File: config.mk
export PLATFORM = sky130hd
export DESIGN_NAME = sig_meter
export DESIGN_NICKNAME = d
export VERILOG_FILES = /design/src/rtl/sig_meter.sv
export SDC_FILE = /design/constraint.sdc
export NUM_CORES = 1
export LEC_CHECK = 0
export BUFFER_PORTS_ARGS = -buffer_cell sky130_fd_sc_hd__buf_2
export CAP_MARGIN = 40
export CORE_MARGIN = 2
export CORE_UTILIZATION = 51
export DETAILED_ROUTE_END_ITERATION = 12
export PLACE_DENSITY_LB_ADDON = 0.2
export SLEW_MARGIN = 40
export SYNTH_ARGS = -nofsm -noshare
export SYNTH_HDL_FRONTEND = slang
export SYNTH_SLANG_ARGS = --single-unit
File: constraint.sdc
create_clock -name i_clk -period 7.2 [get_ports i_clk]
set_clock_uncertainty 0.05 [all_clocks]
set_input_delay 0.72 -clock i_clk [delete_from_list [all_inputs] [get_ports i_clk]]
set_output_delay 0.72 -clock i_clk [all_outputs]
set_load 0.05 [all_outputs]
File: src/rtl/sig_meter.sv
`timescale 1ns/1ps
// sig_meter: measures rising-to-rising period, high time or low time of an
// asynchronous input, averaged over 2^k intervals at TICK_HZ resolution.
// Saturates (all ones + overflow) instead of wrapping; times out if the input
// stops toggling.
// Ports:
//   i_clk, i_rst        clock, synchronous active-high reset
//   i_start             start request (accepted only when o_ready=1)
//   i_mode              00 period, 01 high, 10 low, 11 period
//   i_avg_log2          averaging exponent k (clamped to MAX_AVG_LOG2)
//   i_signal            asynchronous signal under measurement
//   o_ready             idle indicator (combinational from state)
//   o_done              one-cycle pulse when o_result/o_overflow update
//   o_overflow          last measurement saturated or timed out
//   o_result            average interval in ticks
module sig_meter #(
    parameter int unsigned CLK_FREQ     = 100_000_000,
    parameter int unsigned TICK_HZ      = 1_000_000,
    parameter int unsigned W            = 20,
    parameter int unsigned MAX_AVG_LOG2 = 3
) (
    input  logic                                  i_clk,
    input  logic                                  i_rst,
    input  logic                                  i_start,
    input  logic [1:0]                            i_mode,
    input  logic [$clog2(MAX_AVG_LOG2+1)-1:0]     i_avg_log2,
    input  logic                                  i_signal,
    output logic                                  o_ready,
    output logic                                  o_done,
    output logic                                  o_overflow,
    output logic [W-1:0]                          o_result
);

    localparam int unsigned DIV = CLK_FREQ / TICK_HZ;
    localparam int unsigned PW  = $clog2(DIV);
    localparam int unsigned AW  = W + MAX_AVG_LOG2;
    localparam int unsigned KW  = $clog2(MAX_AVG_LOG2 + 1);
    localparam int unsigned CW  = MAX_AVG_LOG2 + 1;

    localparam logic [1:0] M_PERIOD = 2'b00;
    localparam logic [1:0] M_HIGH   = 2'b01;
    localparam logic [1:0] M_LOW    = 2'b10;

    typedef enum logic [2:0] {
        S_IDLE,
        S_ARM,
        S_MEASURE,
        S_GAP,
        S_DONE
    } state_t;

    state_t state_q, state_d;

    logic          sync_q1, sync_q2, sig_prev;
    logic [PW-1:0] pre;
    logic [AW-1:0] acc;
    logic [CW-1:0] cnt;
    logic [W-1:0]  tmo;
    logic [1:0]    mode_q;
    logic [KW-1:0] k_q;

    logic          rise, fall, tick;
    logic          start_edge, stop_edge;
    logic [AW:0]   acc_sum, acc_limit;
    logic          sat_hit, tmo_hit, last_interval;
    logic [KW-1:0] k_in;

    // Control strobes from the FSM
    logic start_acc, pre_clr, acc_inc, cnt_inc, tmo_clr, tmo_inc, finish, ovf_set;

    // Edge pulses from the synchronised signal and its delayed copy
    assign rise = sync_q2 & ~sig_prev;
    assign fall = ~sync_q2 & sig_prev;
    assign tick = (pre == PW'(DIV - 1));

    assign start_edge = (mode_q == M_LOW)  ? fall : rise;
    assign stop_edge  = (mode_q == M_HIGH) ? fall : rise;

    // acc_sum includes a tick coinciding with the current cycle
    assign acc_sum       = {1'b0, acc} + (AW+1)'(tick);
    assign acc_limit     = (AW+1)'(1) << (W + 32'(k_q));
    assign sat_hit       = tick && (acc_sum >= acc_limit);
    // Next tick brings the timeout count to 2^W-1
    assign tmo_hit       = tick && (tmo == ~W'(1));
    assign last_interval = ((cnt + CW'(1)) == (CW'(1) << k_q));

    assign k_in = (i_avg_log2 > KW'(MAX_AVG_LOG2)) ? KW'(MAX_AVG_LOG2) : i_avg_log2;

    assign o_ready = (state_q == S_IDLE);

    // State register
    always_ff @(posedge i_clk) begin
        if (i_rst) state_q <= S_IDLE;
        else       state_q <= state_d;
    end

    // Next-state and control strobes
    always_comb begin
        state_d   = state_q;
        start_acc = 1'b0;
        pre_clr   = 1'b0;
        acc_inc   = 1'b0;
        cnt_inc   = 1'b0;
        tmo_clr   = 1'b0;
        tmo_inc   = 1'b0;
        finish    = 1'b0;
        ovf_set   = 1'b0;
        case (state_q)
            S_IDLE: begin
                if (i_start) begin
                    start_acc = 1'b1;
                    state_d   = S_ARM;
                end
            end
            S_ARM, S_GAP: begin
                tmo_inc = tick;
                if (start_edge) begin
                    pre_clr = 1'b1;
                    state_d = S_MEASURE;
                end else if (tmo_hit) begin
                    finish  = 1'b1;
                    ovf_set = 1'b1;
                    state_d = S_DONE;
                end
            end
            S_MEASURE: begin
                // Saturation takes priority over a coincident final stop edge
                if (sat_hit) begin
                    finish  = 1'b1;
                    ovf_set = 1'b1;
                    state_d = S_DONE;
                end else begin
                    acc_inc = tick;
                    if (stop_edge) begin
                        cnt_inc = 1'b1;
                        if (last_interval) begin
                            finish  = 1'b1;
                            state_d = S_DONE;
                        end else if (mode_q != M_PERIOD) begin
                            // Period intervals are contiguous; high/low wait for next start edge
                            tmo_clr = 1'b1;
                            state_d = S_GAP;
                        end
                    end
                end
            end
            S_DONE: begin
                state_d = S_IDLE;
            end
            default: begin
                state_d = S_IDLE;
            end
        endcase
    end

    // Datapath: synchroniser, prescaler, counters and result registers
    always_ff @(posedge i_clk) begin
        if (i_rst) begin
            sync_q1    <= 1'b0;
            sync_q2    <= 1'b0;
            sig_prev   <= 1'b0;
            pre        <= '0;
            acc        <= '0;
            cnt        <= '0;
            tmo        <= '0;
            mode_q     <= M_PERIOD;
            k_q        <= '0;
            o_done     <= 1'b0;
            o_overflow <= 1'b0;
            o_result   <= '0;
        end else begin
            sync_q1  <= i_signal;
            sync_q2  <= sync_q1;
            sig_prev <= sync_q2;

            if (pre_clr || state_q == S_IDLE) pre <= '0;
            else if (tick)                    pre <= '0;
            else                              pre <= pre + PW'(1);

            if (start_acc) begin
                mode_q <= (i_mode == 2'b11) ? M_PERIOD : i_mode;
                k_q    <= k_in;
                acc    <= '0;
                cnt    <= '0;
            end else begin
                if (acc_inc) acc <= acc_sum[AW-1:0];
                if (cnt_inc) cnt <= cnt + CW'(1);
            end

            if (start_acc || tmo_clr) tmo <= '0;
            else if (tmo_inc)         tmo <= tmo + W'(1);

            o_done <= finish;
            if (finish) begin
                o_overflow <= ovf_set;
                o_result   <= ovf_set ? '1 : W'(acc_sum >> k_q);
            end
        end
    end

endmodule

==> results_dict.tcl, run 1 <==
set metrics [dict create \
    status "completed" \
    min_period_ns 5.64 \
    final_cells 701 \
    ctsHoldBuffers 0 \
    endpoint_kind "flop" \
    gp_congestion 0.961 \
    die_height_um 101 \
    utilization_pct 56.2 \
    hold_viol_final 0 \
    muxShareOfSynthArea_pct 3.79 \
    worstPathMaxFanout 20 \
    synth-compound-area-share_pct 12.6 \
    synthTopCellsByArea "dfxtp_1 36%, nor2_1 6.4%, xnor2_1 5.5%" \
    period_share_pct 78.4 \
    syn_area_um2 4790 \
    synth_warnings 0 \
    cts_resized 0 \
    start_util_pct 52.3 \
    postSynthCellCount 574 \
    root_buffer "clkbuf_8" \
    vias 4119 \
    drv_cap 0 \
    rsz0062_at_grt "no" \
    yosys_register_bits 86 \
    gr-total-overflow 0 \
    io_pins 31 \
    synth_async_sr_flop_share_pct 0 \
    gr-usage-all-layers_pct 22.4 \
    grt_pass1_wl_um 18200 \
    drtAntennaViolNets 0 \
    drt_iter0_markers 162 \
    yosys.area.top_type_share_pct 36.0 \
    finalWorstSetupSlack_ns 1.56 \
    syn_nets 592 \
    vdd.ir_drop.worst_uv 118 \
    yosys.area_share.simple_pct 28.7 \
    clockBufferDepth 2 \
    ys.flop_type "dfxtp_1" \
    htreeDepth 3 \
    drive_above_1_share_pct 12.2 \
    grt_max_degree 30 \
    path_clk_slew_ns 0.09 \
    antennaDiodeCount 0 \
    fillCellCount 854 \
    relSlewSlack_pct 47.8 \
    routed_via_density 5.88 \
    power_leakage_nw 1.82 \
    rows 35 \
    holdWs_ns 0.405 \
    synth-seq-area-share_pct 36.0 \
    placed_area_um2 4940 \
    tns_ns 0 \
    core-area_um2 9150 \
    slew_viol_final 0 \
    synth-adder-area-share_pct 2.61 \
    critPathArrivalTime_ns 5.81 \
    port_buffers 30 \
    drc 0 \
    numClockSinks 86 \
    wl_um 10900 \
    cp-start-kind "flop" \
    synth_edf_count 0 \
    dp_cells 685 \
    min_path_type "flop to flop" \
    syn_avg_cell_area_um2 8.34 \
    firstDrtPassIters 4 \
    synthDistinctLibCells 70 \
    pre_cts_ws_ns 1.57 \
    grt_pass1_vias 3753 \
    cts_tree "done" \
    worst-r2r-setup-slack_ns 1.56 \
    synth_area_leader_cell "dfxtp_1" \
    p_total_uw 940 \
    post_cts_buffers 0 \
    die_w_um 101 \
    crit_type "flop to flop" \
    synth_top_family_by_area "simple AND/OR/NAND/NOR gates" \
    post-route-cell-area_um2 5150 \
    areaGrowthSynthToFinish_pct 7.50 \
    hpwl_um 7900 \
    nets 604 \
    worst_pin_slew_ns 0.781 \
    clock.fmax_ghz 0.177 \
    clk_latency_ns 0.36 \
    die-area_um2 10200 \
    antenna_found_initial 0 \
    wl_per_cell_um 15.6 \
    cts_made_buffers 9 \
    powerDensity_nw_per_um2 183 \
    setup_viol 0 \
    worstPathRequired_ns 7.37 \
    synth_xor_area_share_pct 11.4 \
]
[worst max-delay path, stage by stage (launching register included)]
cell and delay [ns]:
dfxtp_1 0.37, ha_1 0.22, nand4bb_1 0.23, nor2_1 0.36, ha_1 0.36, ha_1 0.38, nand4_4 0.20, or4b_1 0.66
nand2b_1 0.20, xor2_1 0.18, inv_1 0.09, ha_1 0.29, o21ai_0 0.14, a22oi_1 0.16, a211oi_1 0.68, o211ai_1 0.22
nand3_1 0.60, nor2_1 0.11
[power breakdown]
group | leakage, nW | switching (mW) | internal, mW
registers | 0.695 | 0.00926 | 0.484
clock network | 0.0883 | 0.181 | 0.161
logic | 1.04 | 0.0741 | 0.0308
[Yosys cell counts (2+ instances only)]
library cell and count:
a211o_1 2, a211oi_1 18, a211oi_2 2, a21oi_1 24
a221oi_1 2, a311oi_1 2, and2_1 6, and3_1 8
and4_1 4, buf_1 2, buf_2 6, buf_4 3
buf_6 2, clkbuf_1 20, dfxtp_1 86, ha_1 10
inv_1 19, mux2i_1 8, mux4_2 4, nand2_1 45
nand2b_1 9, nand3_1 23, nand3b_1 4, nand4_1 12
nand4_4 2, nand4b_1 3, nor2_1 82, nor2b_1 6
nor3_1 28, nor4_1 6, nor4bb_1 3, o211ai_1 5
o21ai_0 14, o21ai_1 2, o22ai_1 2, or3_1 6
or4_1 2, or4_4 2, xnor2_1 30, xor2_1 30
[placed cells by master, fill, tap and decap left out, types with 3 or more instances in the layout]
master	count
a211oi_1	18
a21oi_1	24
and2_1	6
and3_1	8
and4_1	4
buf_2	30
buf_4	4
clkbuf_8	9
clkinvlp_4	3
dfxtp_1	85
ha_1	10
inv_1	19
mux2i_1	8
mux4_2	4
nand2_1	44
nand2b_1	9
nand3_1	23
nand3b_1	4
nand4_1	12
nand4b_1	3
nor2_1	82
nor2b_1	6
nor3_1	28
nor4_1	6
nor4bb_1	3
o211ai_1	5
o21ai_0	14
or3_1	6
xnor2_1	30
xor2_1	30
[sequential cells by signal, indices dropped and copies added (netlist names)]
signal      cells
cnt             4
sync_q1         1
sig_prev        1
tmo            20
o_result       20
state_q         3
k_q             2
acc            23
pre             7
o_overflow      1
sync_q2         1
o_done          1
mode_q          2
[worst paths after layout]
| check | startpoint | to | cells after the start |
|---|---|---|---|
| max | pre[0] | tmo[16] | 17 |
| min | sync_q1 | sync_q2 | 1 |
| min reg2reg | sync_q1 | sync_q2 | 1 |
| max reg2reg | pre[0] | tmo[16] | 17 |
[cells by family (layout without fill, tap and decap cells)]
family,after synthesis,in the layout
simple gates,262,262
compound gates,89,89
mux,13,13
flops,86,86
buf+inv,53,69
fa+ha+maj,10,10
xor+xnor,61,61
[layer usage]
metal  GRT usage [%]  wire (µm)  share of wire (%)  vias to the layer above
met5               0          0                  0                        -
met4            6.65        185                1.7                        0
met3            5.27        662                6.1                       16
met2            34.0       4740                 43                      103
met1            31.7       5340                 49                     1951
li1                -          -                  -                     2049
[layout make-up]
class / instances / area [µm²] / area share, %
clock buffers: 9 / 124 / 2.41
clock inverters: 6 / 70.1 / 1.36
inverters: 20 / 75.1 / 1.46
multi-input cells: 435 / 2840 / 55.1
flip-flops and latches: 86 / 1720 / 33.5
well taps: 111 / 139 / 2.70
repair buffers: 34 / 180 / 3.50
No activity file was read; power rests on OpenSTA's default activity.
==> inputs of run 2 (changes only) <==
- clock period: 7.2 -> 5.57 ns (I/O delays scaled with it)
==> run 2 against run 1 <==
Net effect:
- non-clock buffer count increased by 7
- critical endpoint is now o_result[15]
- largest power group unchanged
- sequential power grew 28%
- largest cell class unchanged
- critical path depth unchanged
- final cell count up 1.0%
==> results_dict.tcl, run 2 (same netlist as run 1, synthesis figures left out) <==
set metrics [dict create \
    hold_viol_final 0 \
    cts_resized 0 \
    vdd.ir_drop.worst_uv 113 \
    rr_startpoint "pre[0]" \
    critPathArrivalTime_ns 5.19 \
    slowest_delay_ns 0.60 \
    clk_latency_ns 0.36 \
    critPathBufInv 1 \
    power_leakage_nw 1.86 \
    gr-usage-all-layers_pct 22.3 \
    setup_viol 0 \
    antenna_found_initial 0 \
    largest_registers "acc x23, o_result x20, tmo x20" \
    hold_start "i_signal" \
    largest_reg_flops 23 \
    period_share_pct 89.3 \
    io_pins 31 \
    drive_above_1_share_pct 13.1 \
    placed_area_um2 4990 \
    slew_viol_final 0 \
    status "completed" \
    root_buffer "clkbuf_8" \
    crit_path_top_delay_cell "or4_4" \
    die_w_um 101 \
    reg2reg_to "o_result[15]" \
    die-area_um2 10200 \
    seqCellArea_um2 1720 \
    endpoint_kind "flop" \
    dp_cells 691 \
    cp-start-kind "flop" \
    relSlewSlack_pct 43.6 \
    numClockSinks 86 \
    rsz0062_at_grt "no" \
    min_period_ns 4.98 \
    cpLargestDelayFamily "simple AND/OR/NAND/NOR gates" \
    final_cells 708 \
    areaGrowthSynthToFinish_pct 9.04 \
    drv_cap 0 \
    ctsHoldBuffers 0 \
    worstPathMaxFanout 14 \
    worst-r2r-setup-slack_ns 0.59 \
    die_height_um 101 \
    fillCellCount 814 \
    wl_um 11100 \
    firstDrtPassIters 5 \
    post-route-cell-area_um2 5220 \
    path_cells "ha_1 -> nand4bb_1 -> nor2_1 -> ha_1 -> ha_1 -> nand4_4 -> or4_4 -> nor3_2 -> xnor2_1 -> inv_1 -> ha_1 -> o21ai_0 -> a22oi_1 -> nand3_1 -> and4b_1 -> o21ai_0 -> o221a_2" \
    nets 611 \
    wl_per_cell_um 15.7 \
    clockBufferDepth 2 \
    grt_pass1_vias 3739 \
    cts_made_buffers 9 \
    min_path_type "primary input to flop" \
    path_clk_slew_ns 0.09 \
    pre_cts_ws_ns 0.483 \
    drtAntennaViolNets 0 \
    hold_depth 2 \
    crit_type "flop to flop" \
    cts_tree "done" \
    post_cts_buffers 0 \
    grt_pass1_wl_um 18200 \
    antennaDiodeCount 0 \
    hold_end "sync_q1" \
    port_buffers 30 \
    vias 4171 \
    holdWs_ns 0.388 \
    start_util_pct 52.3 \
    multi_input_area_um2 2840 \
    core-area_um2 9150 \
    rows 35 \
    final_common_cell "dfxtp_1" \
    routed_via_density 5.89 \
    powerDensity_nw_per_um2 242 \
    htreeDepth 3 \
    final_cell_mix "86 x dfxtp_1, 82 x nor2_1, 44 x nand2_1" \
    hpwl_um 7900 \
    worstPathRequired_ns 5.78 \
    drc 0 \
    largest-register "acc" \
    grt_max_degree 30 \
    gp_congestion 0.879 \
    finalWorstSetupSlack_ns 0.595 \
    ff2ff_path_depth 17 \
    drt_iter0_markers 206 \
    crit_top_cell "ha_1" \
    clock.fmax_ghz 0.201 \
    tns_ns 0 \
    gr-total-overflow 0 \
    worst_pin_slew_ns 0.840 \
]
## run 2: routing by layer
layer | vias to the layer above | global-route usage, % | routed length [µm]
li1 | 2062 | - | -
met1 | 1969 | 31.9 | 5370
met2 | 128 | 34.6 | 4910
met3 | 12 | 3.68 | 697
met4 | 0 | 6.86 | 111
met5 | - | 0 | 0
## run 2: through the flow
step	total power, mW	utilization (%)
after floorplan	0.754	-
after global placement	0.785	54.5
after detailed placement	0.789	54.5
after CTS	1.27	56.8
after global routing	1.31	57.0
final	1.26	57.0
## run 2: power by group
part	switching (mW)	internal, mW	total (mW)
Sequential	0.00785	0.625	0.633
Clock	0.233	0.252	0.485
Combinational	0.102	0.0421	0.144
## run 2: area by class of cell
type,instances,area share [%]
multi-input cells,435,54.4
flip-flops and latches,86,33.0
repair buffers,41,4.46
well taps,111,2.66
clock buffers,10,2.44
clock inverters,5,1.61
inverters,20,1.44
## run 2: worst max path at each step
stage / startpoint / endpoint / slack, ns / cells after the start
2_1_floorplan: pre[0] / tmo[1] / 0.92 / 19
3_3_place_gp: pre[0] / acc[16] / 0.67 / 18
3_5_place_dp: pre[0] / acc[12] / 0.48 / 17
4_1_cts: pre[0] / acc[12] / 0.45 / 17
5_1_grt: pre[0] / o_result[15] / 0.13 / 17
6_report: pre[0] / o_result[15] / 0.59 / 17
